File: config.mk
export PLATFORM = sky130hd
export DESIGN_NAME = multicycle_control
export DESIGN_NICKNAME = d
export VERILOG_FILES = /design/src/rtl/mips_ctrl_pkg.sv /design/src/rtl/multicycle_ctrl_decode.sv /design/src/rtl/multicycle_control.sv
export SDC_FILE = /design/constraint.sdc
export NUM_CORES = 1
export LEC_CHECK = 0
export BUFFER_PORTS_ARGS = -buffer_cell sky130_fd_sc_hd__buf_2
export CORE_UTILIZATION = 40
export CTS_CLUSTER_DIAMETER = 50
export DETAILED_ROUTE_END_ITERATION = 8
export PLACE_DENSITY = 0.86
export SYNTH_ARGS = -nofsm -noshare
export SYNTH_HDL_FRONTEND = slang
export SYNTH_SLANG_ARGS = --single-unit
File: constraint.sdc
create_clock -name clk -period 1.22 [get_ports clk]
set_input_delay 0.122 -clock clk [delete_from_list [all_inputs] [get_ports clk]]
set_output_delay 0.122 -clock clk [all_outputs]
set_load 0.01 [all_outputs]
File: src/rtl/mips_ctrl_pkg.sv
// Shared constants for the multicycle MIPS control unit: opcodes, ALUOp codes,
// datapath mux encodings, FSM state encodings and the decoded control word.
package mips_ctrl_pkg;

  localparam logic [5:0] OP_RTYPE = 6'h00;
  localparam logic [5:0] OP_ADDI  = 6'h08;
  localparam logic [5:0] OP_ORI   = 6'h0d;
  localparam logic [5:0] OP_ANDI  = 6'h0c;
  localparam logic [5:0] OP_LUI   = 6'h0f;
  localparam logic [5:0] OP_LW    = 6'h23;
  localparam logic [5:0] OP_SW    = 6'h2b;
  localparam logic [5:0] OP_BEQ   = 6'h04;
  localparam logic [5:0] OP_BNE   = 6'h05;
  localparam logic [5:0] OP_J     = 6'h02;
  localparam logic [5:0] OP_JAL   = 6'h03;

  localparam logic [3:0] ALU_NONE = 4'b0000;
  localparam logic [3:0] ALU_ADD  = 4'b1000;
  localparam logic [3:0] ALU_R    = 4'b1111;
  localparam logic [3:0] ALU_ORI  = 4'b1010;
  localparam logic [3:0] ALU_ANDI = 4'b1100;
  localparam logic [3:0] ALU_LUI  = 4'b0010;
  localparam logic [3:0] ALU_BEQ  = 4'b0100;
  localparam logic [3:0] ALU_BNE  = 4'b0111;

  localparam logic [1:0] SRCB_RT      = 2'b00;
  localparam logic [1:0] SRCB_FOUR    = 2'b01;
  localparam logic [1:0] SRCB_IMM     = 2'b10;
  localparam logic [1:0] SRCB_IMM_SL2 = 2'b11;

  localparam logic [1:0] PCSRC_ALU    = 2'b00;
  localparam logic [1:0] PCSRC_ALUOUT = 2'b01;
  localparam logic [1:0] PCSRC_JUMP   = 2'b10;

  typedef enum logic [3:0] {
    S_FETCH     = 4'd0,
    S_DECODE    = 4'd1,
    S_MEM_ADDR  = 4'd2,
    S_MEM_READ  = 4'd3,
    S_MEM_WB    = 4'd4,
    S_MEM_WRITE = 4'd5,
    S_R_EXEC    = 4'd6,
    S_R_WB      = 4'd7,
    S_I_EXEC    = 4'd8,
    S_I_WB      = 4'd9,
    S_BRANCH    = 4'd10,
    S_JUMP      = 4'd11,
    S_JAL       = 4'd12,
    S_TRAP      = 4'd13
  } state_t;

  typedef struct packed {
    logic       pcWrite;
    logic       pcWriteCondEq;
    logic       pcWriteCondNe;
    logic       iorD;
    logic       memRead;
    logic       memWrite;
    logic       irWrite;
    logic       memtoReg;
    logic       regDst;
    logic       regWrite;
    logic       jal;
    logic       aluSrcA;
    logic [1:0] aluSrcB;
    logic [1:0] pcSource;
    logic [3:0] aluOp;
    logic       instrDone;
  } ctrl_word_t;

  function automatic logic isKnownOp(input logic [5:0] op);
    case (op)
      OP_RTYPE, OP_ADDI, OP_ORI, OP_ANDI, OP_LUI, OP_LW, OP_SW,
      OP_BEQ, OP_BNE, OP_J, OP_JAL: isKnownOp = 1'b1;
      default:                      isKnownOp = 1'b0;
    endcase
  endfunction

endpackage

File: src/rtl/multicycle_ctrl_decode.sv
// Purely combinational decode of (state, opcode) into the raw control word.
// Handshake gating and reset masking are applied by the top level.
module multicycle_ctrl_decode
  import mips_ctrl_pkg::*;
(
  input  state_t     state_i,
  input  logic [5:0] op_i,
  output ctrl_word_t ctrl_o
);

  // Every state starts from an all-zero word and sets only what it needs.
  always_comb begin
    ctrl_o = '0;
    case (state_i)
      S_FETCH: begin
        ctrl_o.memRead = 1'b1;
        ctrl_o.irWrite = 1'b1;
        ctrl_o.pcWrite = 1'b1;
        ctrl_o.aluSrcB = SRCB_FOUR;
        ctrl_o.aluOp   = ALU_ADD;
      end
      S_DECODE: begin
        ctrl_o.aluSrcB   = SRCB_IMM_SL2;
        ctrl_o.aluOp     = ALU_ADD;
`ifndef MULTICYCLE_ILLEGAL_OP_TRAP_EN
        ctrl_o.instrDone = !isKnownOp(op_i);
`endif
      end
      S_R_EXEC: begin
        ctrl_o.aluSrcA = 1'b1;
        ctrl_o.aluSrcB = SRCB_RT;
        ctrl_o.aluOp   = ALU_R;
      end
      S_R_WB: begin
        ctrl_o.regDst    = 1'b1;
        ctrl_o.regWrite  = 1'b1;
        ctrl_o.instrDone = 1'b1;
      end
      S_I_EXEC: begin
        ctrl_o.aluSrcA = 1'b1;
        ctrl_o.aluSrcB = SRCB_IMM;
        case (op_i)
          OP_ORI:  ctrl_o.aluOp = ALU_ORI;
          OP_ANDI: ctrl_o.aluOp = ALU_ANDI;
          OP_LUI:  ctrl_o.aluOp = ALU_LUI;
          default: ctrl_o.aluOp = ALU_ADD;
        endcase
      end
      S_I_WB: begin
        ctrl_o.regWrite  = 1'b1;
        ctrl_o.instrDone = 1'b1;
      end
      S_MEM_ADDR: begin
        ctrl_o.aluSrcA = 1'b1;
        ctrl_o.aluSrcB = SRCB_IMM;
        ctrl_o.aluOp   = ALU_ADD;
      end
      S_MEM_READ: begin
        ctrl_o.iorD    = 1'b1;
        ctrl_o.memRead = 1'b1;
      end
      S_MEM_WB: begin
        ctrl_o.memtoReg  = 1'b1;
        ctrl_o.regWrite  = 1'b1;
        ctrl_o.instrDone = 1'b1;
      end
      S_MEM_WRITE: begin
        ctrl_o.iorD      = 1'b1;
        ctrl_o.memWrite  = 1'b1;
        ctrl_o.instrDone = 1'b1;
      end
      S_BRANCH: begin
        ctrl_o.aluSrcA       = 1'b1;
        ctrl_o.aluSrcB       = SRCB_RT;
        ctrl_o.pcSource      = PCSRC_ALUOUT;
        ctrl_o.aluOp         = (op_i == OP_BNE) ? ALU_BNE : ALU_BEQ;
        ctrl_o.pcWriteCondNe = (op_i == OP_BNE);
        ctrl_o.pcWriteCondEq = (op_i != OP_BNE);
        ctrl_o.instrDone     = 1'b1;
      end
      S_JUMP: begin
        ctrl_o.pcWrite   = 1'b1;
        ctrl_o.pcSource  = PCSRC_JUMP;
        ctrl_o.instrDone = 1'b1;
      end
      S_JAL: begin
        ctrl_o.pcWrite   = 1'b1;
        ctrl_o.pcSource  = PCSRC_JUMP;
        ctrl_o.regWrite  = 1'b1;
        ctrl_o.jal       = 1'b1;
        ctrl_o.instrDone = 1'b1;
      end
      default: ;
    endcase
  end

endmodule

File: src/rtl/multicycle_control.sv
// Multicycle MIPS control FSM with optional variable-latency memory handshake.
// Define MULTICYCLE_ILLEGAL_OP_TRAP_EN to trap unknown opcodes instead of NOPing them.
module multicycle_control
  import mips_ctrl_pkg::*;
#(
  parameter int ALUOP_W       = 4,
  parameter int MEM_HANDSHAKE = 0
) (
  input  logic               clk,
  input  logic               reset,
  input  logic [5:0]         OP,
  input  logic               mem_ready,
  output logic               PCWrite,
  output logic               PCWriteCondEQ,
  output logic               PCWriteCondNE,
  output logic               IorD,
  output logic               MemRead,
  output logic               MemWrite,
  output logic               IRWrite,
  output logic               MemtoReg,
  output logic               RegDst,
  output logic               RegWrite,
  output logic               Jal,
  output logic               ALUSrcA,
  output logic [1:0]         ALUSrcB,
  output logic [1:0]         PCSource,
  output logic [ALUOP_W-1:0] ALUOp,
  output logic               instr_done,
  output logic               illegal_op,
  output logic [3:0]         state_dbg
);

  state_t     state_q, state_d;
  ctrl_word_t ctrl;
  logic       memDone;
  logic       stall;

  multicycle_ctrl_decode u_decode (
    .state_i (state_q),
    .op_i    (OP),
    .ctrl_o  (ctrl)
  );

  assign memDone = (MEM_HANDSHAKE == 0) || mem_ready;
  assign stall   = (state_q inside {S_FETCH, S_MEM_READ, S_MEM_WRITE}) && !memDone;

  always_ff @(posedge clk or posedge reset) begin
    if (reset) state_q <= S_FETCH;
    else       state_q <= state_d;
  end

  always_comb begin
    state_d = state_q;
    case (state_q)
      S_FETCH:     if (memDone) state_d = S_DECODE;
      S_DECODE: begin
        case (OP)
          OP_RTYPE:                         state_d = S_R_EXEC;
          OP_ADDI, OP_ORI, OP_ANDI, OP_LUI: state_d = S_I_EXEC;
          OP_LW, OP_SW:                     state_d = S_MEM_ADDR;
          OP_BEQ, OP_BNE:                   state_d = S_BRANCH;
          OP_J:                             state_d = S_JUMP;
          OP_JAL:                           state_d = S_JAL;
`ifdef MULTICYCLE_ILLEGAL_OP_TRAP_EN
          default:                          state_d = S_TRAP;
`else
          default:                          state_d = S_FETCH;
`endif
        endcase
      end
      S_R_EXEC:    state_d = S_R_WB;
      S_I_EXEC:    state_d = S_I_WB;
      S_MEM_ADDR:  state_d = (OP == OP_LW) ? S_MEM_READ : S_MEM_WRITE;
      S_MEM_READ:  if (memDone) state_d = S_MEM_WB;
      S_MEM_WRITE: if (memDone) state_d = S_FETCH;
`ifdef MULTICYCLE_ILLEGAL_OP_TRAP_EN
      S_TRAP:      state_d = S_TRAP;
`endif
      default:     state_d = S_FETCH;
    endcase
  end

  // Strobes are masked during reset; PC/IR loads and completion also wait
  // for the memory, while MemRead/MemWrite/IorD are held through a stall.
  assign PCWrite       = ctrl.pcWrite   && !reset && !stall;
  assign IRWrite       = ctrl.irWrite   && !reset && !stall;
  assign instr_done    = ctrl.instrDone && !reset && !stall;
  assign PCWriteCondEQ = ctrl.pcWriteCondEq && !reset;
  assign PCWriteCondNE = ctrl.pcWriteCondNe && !reset;
  assign RegWrite      = ctrl.regWrite && !reset;
  assign MemWrite      = ctrl.memWrite && !reset;
  assign MemRead       = ctrl.memRead;
  assign IorD          = ctrl.iorD;
  assign MemtoReg      = ctrl.memtoReg;
  assign RegDst        = ctrl.regDst;
  assign Jal           = ctrl.jal;
  assign ALUSrcA       = ctrl.aluSrcA;
  assign ALUSrcB       = ctrl.aluSrcB;
  assign PCSource      = ctrl.pcSource;
  assign ALUOp         = ALUOP_W'(ctrl.aluOp);
  assign state_dbg     = state_q;

`ifdef MULTICYCLE_ILLEGAL_OP_TRAP_EN
  assign illegal_op = (state_q == S_TRAP);
`else
  assign illegal_op = 1'b0;
`endif

endmodule

==> results of run 1 <==
[per-stage QoR]
step                      instances  area, µm²  setup TNS (ns)  hold slack, ns
after floorplan                 106      777.0         -0.3826        -0.09267
after detailed placement        181       1157          -1.888          0.2495
after global placement          181       1157          -1.057          0.2341
after CTS                       200       1476          -5.375        0.005016
[kinds of logic after synthesis]
logic type / Yosys count / synth area share (%)
DFF: 4 / 14.93
buffers and inverters: 12 / 8.396
AOI/OAI and AO/OA: 33 / 32.65
xor gates and xnor gates: 2 / 2.612
other: 1 / 0.5592
and+or+nand+nor: 54 / 40.86
[what timing repair did]
action                     in CTS
hold endpoints to repair        0
resized for setup              46
pin swaps                      15
buffers inserted               16
setup endpoints to repair      25
==> flow_summary.ini, run 1 <==
[synth]
ys_top_cells_by_count = nor2_1, nand2b_1, o21ai_0, a21oi_1, buf_2
synth_edf_count = 0
ys_async_sr_fraction_pct = 100.0
ys_warn_count = 0
synth_area_leaders = dfrtp_1, nor2_1, nand2b_1
synth-seq-cells = 4
yosys_most_used_dff = dfrtp_1
ys_types = 36
yosysMostFrequentCell = nor2_1
syn_inst = 106
avgSynthCellArea_um2 = 6.327
ys_seq_area_share_pct = 14.93
yosysTopAreaCellShare_pct = 14.93
synth_area_leader_cell = dfrtp_1
synth_nets = 115
synth.cell_area_um2 = 670.6

[die]
die_x_um = 42.95
die_height_um = 42.95
ioPinCount = 35
start_util_pct = 43.51
fp-row-count = 14

[clock_network]
cts_root_buf = clkbuf_4
htreeDepth = 1
cts_buffers = 3
hold_buffers = 0
clock_path_buffers = 2
numClockSinks = 4

[place]
portBuffers = 32
hpwl_um = 2010
place_congestion = 0.9000
place_ws_ns = -0.2288

[run_status]
stop_error = [ERROR DPL-0038] Utilization greater than 100%, impossible to legalize
status = aborted with a tool error
lastStage = global routing

[timing]
worst_endpoint = instr_done
endpoint_type = top-level output

[global_routing]
grt_max_degree = 10
==> run 2: changes to the inputs <==
--- a/config.mk
+++ b/config.mk
@@ -6,10 +6,10 @@
 export NUM_CORES = 1
 export LEC_CHECK = 0
 export BUFFER_PORTS_ARGS = -buffer_cell sky130_fd_sc_hd__buf_2
-export CORE_UTILIZATION = 40
-export CTS_CLUSTER_DIAMETER = 50
+export CORE_AREA = 2 2 63 65
 export DETAILED_ROUTE_END_ITERATION = 8
-export PLACE_DENSITY = 0.86
+export DIE_AREA = 0 0 65 67
+export PLACE_DENSITY_LB_ADDON = 0.15
 export SYNTH_ARGS = -nofsm -noshare
 export SYNTH_HDL_FRONTEND = slang
 export SYNTH_SLANG_ARGS = --single-unit
==> constraint.sdc (replaced) <==
create_clock -name clk -period 1.6 [get_ports clk]
set_input_delay 0.16 -clock clk [delete_from_list [all_inputs] [get_ports clk]]
set_output_delay 0.16 -clock clk [all_outputs]
set_load 0.01 [all_outputs]
==> run 2 against run 1 <==
Compared with the run above: the flow now finishes without violations; area after synthesis is the same; synthesized cell count is the same.
==> flow_summary.ini, run 2 <==
[clock_network]
cts_tree = done
cts_buffers = 3
clock_path_buffers = 2
clk_latency_ns = 0.22
htreeDepth = 1
numClockSinks = 4
cts_root_buf = clkbuf_8
path_clk_slew_ns = 0.03

[routing]
drt-total-wl_um = 2625
first_iter_violations = 35
vias_per_cell = 4.910
vias = 977
drc_errors = 0
antenna_left = 0
routedWlPerCell_um = 13.19
drtPass1Iterations = 4

[synth]
ys_top_cells_by_count = nor2_1, nand2b_1, o21ai_0, a21oi_1, buf_2
ys_async_sr_fraction_pct = 100.0
synth_area_leaders = dfrtp_1, nor2_1, nand2b_1
synth_area_leader_cell = dfrtp_1
synth.cell_area_um2 = 670.6
synth_edf_count = 0
ys_types = 36
synth_nets = 115
yosysTopAreaCellShare_pct = 14.93
yosys_most_used_dff = dfrtp_1
ys_warn_count = 0
syn_inst = 106
synth-seq-cells = 4
ys_seq_area_share_pct = 14.93
avgSynthCellArea_um2 = 6.327
yosysMostFrequentCell = nor2_1

[place]
hpwl_um = 1981
portBuffers = 32
postPlaceCellArea_um2 = 932.1
place_congestion = 0.7677
place_ws_ns = 0.06578

[final_layout]
layout_common_cells = buf_2, nor2_1, buf_4
design_area_um2 = 1164
num-fill-cells = 417
post-route-util_pct = 32.27
area.growth.synth_to_final_pct = 73.51
largest_register_ffs = 4
layout_commonest_cell = buf_2
nets = 162
drive_gt1_share_pct = 51.66
diodes = 0

[global_routing]
grt_use_total_pct = 12.43
grt.met1_usage_pct = 14.23
grt_pass1_wl_um = 4236
use_met3_pct = 2.703
antenna_found_initial = 0
grt_max_degree = 14
grt_pass1_vias = 918
grt_overflow = 0
grt_busiest_layer = met2
use_met2_pct = 22.94

[timing]
setup-violations-final = 0
fmax_mhz = 626.4
fin_crit_sh_pct = 99.78
fin_worst_skew_ns = 0.004777
period_needed_ns = 1.596
hold_viol_final = 0
maxSlewViolCount = 0
setup_tns_ns = 0
fin_ws_ns = 0.003549
rsz0062_at_grt = yes

[die]
die_x_um = 65
ioPinCount = 35
start_util_pct = 18.60
fp-row-count = 22
dieArea_um2 = 4355
die_height_um = 67
coreArea_um2 = 3606

[min_path]
hold_path_class = in -> reg

[pwr]
peakVddDrop_mv = 0.4715
power_density_nw_per_um2 = 1125
p_leak_uw = 0.0005272

[worst_setup_path]
critical_path_required_ns = 1.44
worstSetupStartpointType = register
arrival_ns = 1.44
critPathMaxFanout = 6
path_class = reg -> out
worst_setup_path_end_kind = primary output

[job]
cap_violations = 0

[run_status]
status = finished clean
## run 2: cell counts after synthesis
Identical to the previous run, type by type.
## run 2: worst paths after layout
kind                                   startpoint                      to  slack [ns]  cells past startpoint
min reg2reg                state_dbg[3]$_DFF_PP0_  state_dbg[2]$_DFF_PP0_        0.77                      3
max                        state_dbg[2]$_DFF_PP0_                ALUOp[1]       0.004                      6
min in group asynchronous                   reset  state_dbg[1]$_DFF_PP0_        0.58                      4
min                                         OP[5]  state_dbg[3]$_DFF_PP0_        0.32                      3
max reg2reg                state_dbg[1]$_DFF_PP0_  state_dbg[1]$_DFF_PP0_        0.24                      4
max in group asynchronous                   reset  state_dbg[0]$_DFF_PP0_        0.89                      4
## run 2: final cells by class
cell class	instances	area [µm²]	area share, %
flip-flops and latches	4	105.1	9.032
repair buffers	52	330.3	28.39
well taps	48	60.06	5.161
clock buffers	3	41.29	3.548
inverters	2	7.507	0.6452
multi-input cells	90	619.3	53.23
## run 2: timing repair
action | 4_1_cts | 5_1_grt
cloned | 0 | 0
setup buffers | 6 | 1
pin swaps | 5 | 5
setup endpoints to repair | 11 | 13
hold endpoints to repair | 4 | 0
hold buffers | 1 | 0
resized for setup | 14 | 17
## run 2: report_power, final
group	total, µW	switching [µW]	internal, µW	leakage [µW]
sequential	183	52.7	130	0.0000471
clock	207	47.4	160	0.0000216
combinational	919	467	452	0.000459
total	1310	567	742	0.000527
## run 2: metal layers
layer / vias up / part of all wire [%] / wire, µm
met2: 39 / 51 / 1327
met3: 4 / 7.0 / 185
met4: 0 / 0.95 / 25
met5: - / 0 / 0
met1: 454 / 41 / 1087
li1: 480 / - / -
## run 2: logic make-up after synthesis
group / share of synthesized area [%]
other: 0.5592
AO/OA/AOI/OAI: 32.65
buffers and inverters: 8.396
XOR/XNOR: 2.612
flip-flops: 14.93
AND/OR/NAND/NOR: 40.86
## run 2: worst max-delay path, stage by stage (launching register included)
cell and delay, ns:
dfrtp_2 0.44, buf_4 0.18, nor2b_4 0.13, buf_4 0.12, a21oi_2 0.05, o32ai_2 0.12
buf_2 0.17
## run 2: metrics by stage
step | hold WS, ns | total power [µW] | instances
finish | 0.3200 | 1309 | 199
floorplan | -0.05460 | 596.3 | 106
detailed placement | 0.2018 | 879.3 | 188
global route | 0.3508 | 1413 | 199
global placement | 0.2017 | 881.6 | 188
CTS | 0.3211 | 1242 | 198
Power figures use the tool's default switching activity.
==> run 3: changes to the inputs <==
--- a/config.mk
+++ b/config.mk
@@ -10,6 +10,7 @@
 export DETAILED_ROUTE_END_ITERATION = 8
 export DIE_AREA = 0 0 65 67
 export PLACE_DENSITY_LB_ADDON = 0.15
+export SETUP_SLACK_MARGIN = 0.1
 export SYNTH_ARGS = -nofsm -noshare
 export SYNTH_HDL_FRONTEND = slang
 export SYNTH_SLANG_ARGS = --single-unit
==> run 3 against run 2 <==
Compared with the run above: the run now ends with setup timing left; core utilization increased by 5.2 points; sequential share of layout area is 1.3 points lower; worst hold slack worse by 0.30 ns; final area grew 16%; critical endpoint is now RegWrite; largest cell class unchanged.
==> flow_summary.ini, run 3 (synthesized netlist as in run 2, its figures left out) <==
[timing]
hold_viol_final = 0
fin_crit_sh_pct = 100.7
setup-violations-final = 1
fin_ws_ns = -0.01055
fmax_mhz = 620.9
fin_worst_skew_ns = 0.005993
fin_hold_ws_ns = 0.02166
maxSlewViolCount = 0
rsz0062_at_grt = yes
period_needed_ns = 1.611

[worst_setup_path]
path_class = reg -> out
worst_setup_path_end_kind = primary output
critical_path_required_ns = 1.44
reg2reg_depth = 5
reg2reg_to = state_dbg[3]$_DFF_PP0_
worstSetupStartpointType = register
rrSetupSlack_ns = 0.17
r2r_start = state_dbg[3]$_DFF_PP0_
critPathMaxFanout = 6
arrival_ns = 1.45

[die]
start_util_pct = 18.60
die_x_um = 65
fp-row-count = 22
coreArea_um2 = 3606
die_height_um = 67
dieArea_um2 = 4355
ioPinCount = 35

[clock_network]
cts_buffers = 3
clk_latency_ns = 0.22
hold_buffers = 0
htreeDepth = 1
cts_root_buf = clkbuf_8
cts_tree = done
path_clk_slew_ns = 0.03
clock_path_buffers = 2
numClockSinks = 4

[global_routing]
antenna_found_initial = 0
grt_overflow = 0
grt_max_degree = 14
grt_use_total_pct = 12.46
grt_pass1_wl_um = 4271
grt_pass1_vias = 924

[final_layout]
fin_cells = 205
area.growth.synth_to_final_pct = 101.7
nets = 168
layout_common_cells = buf_2, nor2_1, buf_4
drive_gt1_share_pct = 62.42
largest_register_ffs = 4
multi_input_comb_area_um2 = 725.7
num-fill-cells = 400
layout_commonest_cell = buf_2
register_area_um2 = 105.1
diodes = 0

[routing]
vias_per_cell = 4.824
routedWlPerCell_um = 13.88
drt-total-wl_um = 2845
vias = 989
antenna_left = 0
first_iter_violations = 56
drtPass1Iterations = 4
drc_errors = 0

[min_path]
hold_path_class = in -> async

[run_status]
status = finished with violations
violations = setup timing

[place]
portBuffers = 32
placed_cells = 188
hpwl_um = 1981
place_congestion = 0.7677

[pwr]
peakVddDrop_mv = 0.5269
p_leak_uw = 0.0005959
power_density_nw_per_um2 = 1173

[job]
cap_violations = 0
[run 3: cell types whose count changed in the layout (fill, tap and decap cells not counted), moves of 2 or more]
cell	before	now
nand2b_4	3	7
nand2b_1	4	1
buf_4	15	17
nor3_1	3	1
nor4_1	3	1
buf_6	4	8
nor2_4	0	2
nor3_2	0	2
[run 3: metal layers]
layer / wire (µm) / vias to the layer above / track usage, %
met2: 1507 / 38 / 23.20
met5: 0 / - / 0
met1: 1143 / 467 / 14.11
met3: 177 / 2 / 2.703
li1: - / 482 / -
met4: 16 / 0 / 3.723
[run 3: metrics by stage]
| stage | utilization (%) | TNS [ns] | setup WS [ns] | instance area, µm² | total power [µW] |
|---|---|---|---|---|---|
| after global routing | 37.51 | -0.2137 | -0.08430 | 1353 | 1691 |
| after floorplan | - | 0 | 0.1063 | 670.6 | 596.3 |
| after CTS | 32.20 | -0.05424 | -0.05424 | 1161 | 1332 |
| after global placement | 25.85 | 0 | 0.09930 | 932.1 | 881.6 |
| final | 37.51 | -0.01055 | -0.01055 | 1353 | 1587 |
| after detailed placement | 25.85 | 0 | 0.06578 | 932.1 | 879.3 |
[run 3: worst max path at each step]
stage	start	slack, ns	endpoint	cells past startpoint
floorplan	state_dbg[3]$_DFF_PP0_	0.11	ALUOp[1]	4
CTS	state_dbg[1]$_DFF_PP0_	-0.05	instr_done	5
finish	state_dbg[2]$_DFF_PP0_	-0.01	RegWrite	6
detailed placement	state_dbg[3]$_DFF_PP0_	0.07	instr_done	4
global route	state_dbg[2]$_DFF_PP0_	-0.08	RegWrite	6
global placement	state_dbg[3]$_DFF_PP0_	0.1	instr_done	4
[run 3: what timing repair did]
action                     CTS  global route
setup endpoints to repair   17            18
setup buffers                7             6
gates cloned                 0             1
gates resized for setup     31            24
pin swaps                    7            13
[run 3: area by class of cell]
cell class                 count  area share (%)
multi-input combinational     90           53.65
timing repair buffer          58           30.53
tap                           48           4.440
sequential                     4           7.771
clock buffer                   3           3.053
inverter                       2          0.5550
[run 3: worst max-delay path, cell delays in order (launching register included)]
cell,delay [ns]
dfrtp_2,0.44
buf_4,0.19
nor2b_4,0.14
nand2_1,0.09
a21oi_2,0.14
o21a_1,0.12
buf_2,0.12
[run 3: power by group]
group / switching, µW / internal, µW / leakage [µW]
combinational: 548 / 634 / 0.000527
clock: 49.2 / 160 / 0.0000216
sequential: 64.7 / 130 / 0.0000471
total: 662 / 924 / 0.000596
==> run 4: changes to the inputs <==
--- a/config.mk
+++ b/config.mk
@@ -10,6 +10,7 @@
 export DETAILED_ROUTE_END_ITERATION = 8
 export DIE_AREA = 0 0 65 67
 export PLACE_DENSITY_LB_ADDON = 0.15
+export REMOVE_ABC_BUFFERS = 1
 export SETUP_SLACK_MARGIN = 0.1
 export SYNTH_ARGS = -nofsm -noshare
 export SYNTH_HDL_FRONTEND = slang
==> constraint.sdc (replaced) <==
create_clock -name clk -period 1.6 [get_ports clk]
set_input_delay 0 -clock clk [delete_from_list [all_inputs] [get_ports clk]]
set_output_delay 0 -clock clk [all_outputs]
set_load 0.01 [all_outputs]
==> run 4 against run 3 <==
Compared with the run above: the flow now finishes without violations; largest power group unchanged; clock-buffer cell count did not move; maximum frequency rose by 8.5%; power fell by 11%.
==> flow_summary.ini, run 4 (synthesized netlist as in run 2, its figures left out) <==
[run_status]
status = finished clean

[worst_setup_path]
reg2reg_to = state_dbg[1]$_DFF_PP0_
cp_slowest_cell = dfrtp_2
crit_chain = buf_6, nor4_4, o211ai_1, o22ai_1, buf_2
path_class = reg -> out
critPathMaxStageDelay_ns = 0.42
rrSetupSlack_ns = 0.20
worst_setup_path_end_kind = primary output
r2r_start = state_dbg[1]$_DFF_PP0_
arrival_ns = 1.48
worstSetupStartpointType = register
critical_path_required_ns = 1.60
reg2reg_depth = 4
critPathMaxFanout = 6

[timing]
fin_ws_ns = 0.1155
hold_viol_final = 0
maxSlewViolCount = 0
rsz0062_at_grt = yes
setup-violations-final = 0
fin_crit_sh_pct = 92.78
fmax_mhz = 673.6
setup_tns_ns = 0
period_needed_ns = 1.485
fin_worst_skew_ns = 0.005729

[die]
die_height_um = 67
fp-row-count = 22
dieArea_um2 = 4355
ioPinCount = 35
coreArea_um2 = 3606
start_util_pct = 18.60
die_x_um = 65

[routing]
antenna_left = 0
vias = 938
drt-total-wl_um = 2709
drtPass1Iterations = 4
routedWlPerCell_um = 13.48
first_iter_violations = 28
vias_per_cell = 4.667
drc_errors = 0

[clock_network]
htreeDepth = 1
clk_latency_ns = 0.22
cts_root_buf = clkbuf_8
numClockSinks = 4
path_clk_slew_ns = 0.04
cts_buffers = 3
cts_tree = done
clock_path_buffers = 2

[min_path]
worstHoldStart = OP[4]
hold_end = state_dbg[1]$_DFF_PP0_
whs_path_depth = 3
hold_path_class = in -> reg

[pwr]
p_leak_uw = 0.0005385
power_density_nw_per_um2 = 1182
peakVddDrop_mv = 0.5633
finalPower_uw = 1408

[final_layout]
multi_input_comb_area_um2 = 613.1
largest_register_ffs = 4
register_area_um2 = 105.1
area.growth.synth_to_final_pct = 77.61
layout_commonest_cell = buf_2
drive_gt1_share_pct = 50.98
nets = 164
layout_common_cells = buf_2, nor2_1, buf_4
fin_cells = 201
num-fill-cells = 395
diodes = 0

[place]
portBuffers = 32
place_ws_ns = 0.1589
place_congestion = 0.7275
hpwl_um = 1883
placed_cells = 181

[global_routing]
grt_overflow = 0
grt_pass1_vias = 877
antenna_found_initial = 0
grt_use_total_pct = 12.31
grt_pass1_wl_um = 4105
grt_max_degree = 13

[job]
cap_violations = 0
run 4: changes by cell type in the layout (fill, tap and decap cells not counted), sizes merged:
| cell | before | now |
|---|---|---|
| dlygate4sd3 | 0 | 1 |
| clkbuf | 4 | 3 |
| buf | 57 | 53 |
run 4: worst max-delay path by stage:
stage	startpoint	to	slack, ns
6_report	state_dbg[3]$_DFF_PP0_	instr_done	0.12
5_1_grt	state_dbg[3]$_DFF_PP0_	instr_done	0.02
4_1_cts	state_dbg[1]$_DFF_PP0_	instr_done	0.07
3_5_place_dp	state_dbg[0]$_DFF_PP0_	state_dbg[3]$_DFF_PP0_	0.16
3_3_place_gp	state_dbg[3]$_DFF_PP0_	ALUOp[2]	0.17
2_1_floorplan	state_dbg[0]$_DFF_PP0_	state_dbg[1]$_DFF_PP0_	0.28
run 4: final cells by class:
class	instances	area share, %
Tap cell	48	5.042
Inverter	2	0.6303
Multi-Input combinational cell	90	51.47
Sequential cell	4	8.824
Clock buffer	3	3.466
Timing Repair Buffer	54	30.57
run 4: stage by stage:
stage                     hold WS (ns)  cell area, µm²  util, %
final                           0.1801            1191    33.03
after global placement       -0.009898           879.6    24.39
after floorplan                -0.2146           621.8        -
after CTS                       0.1589            1030    28.56
after detailed placement      -0.01835           879.6    24.39
after global routing            0.1940            1191    33.03
run 4: layer usage:
metal | vias up | routed length, µm | GRT usage [%]
li1 | 479 | - | -
met1 | 431 | 1168 | 14.08
met2 | 28 | 1363 | 22.68
met3 | 0 | 177 | 4.054
met4 | 0 | 0 | 1.596
met5 | - | 0 | 0
run 4: repair_timing:
action	CTS	global route
buffers inserted	10	6
gates resized for setup	8	20
pin swaps	3	7
endpoints found under the hold margin	4	0
hold buffers	1	0
setup endpoints to repair	13	7
run 4: critical path, delay by kind of cell, from the launching register on:
kind | cells | cell delay (ns)
flip-flops | 1 | 0.42
buffers and inverters | 2 | 0.30
AND/OR/NAND/NOR | 1 | 0.24
AO/OA/AOI/OAI | 2 | 0.32
run 4: power breakdown:
group	internal, µW	switching, µW
clock network	161	59.4
logic	513	497
registers	130	47.0
total	804	603
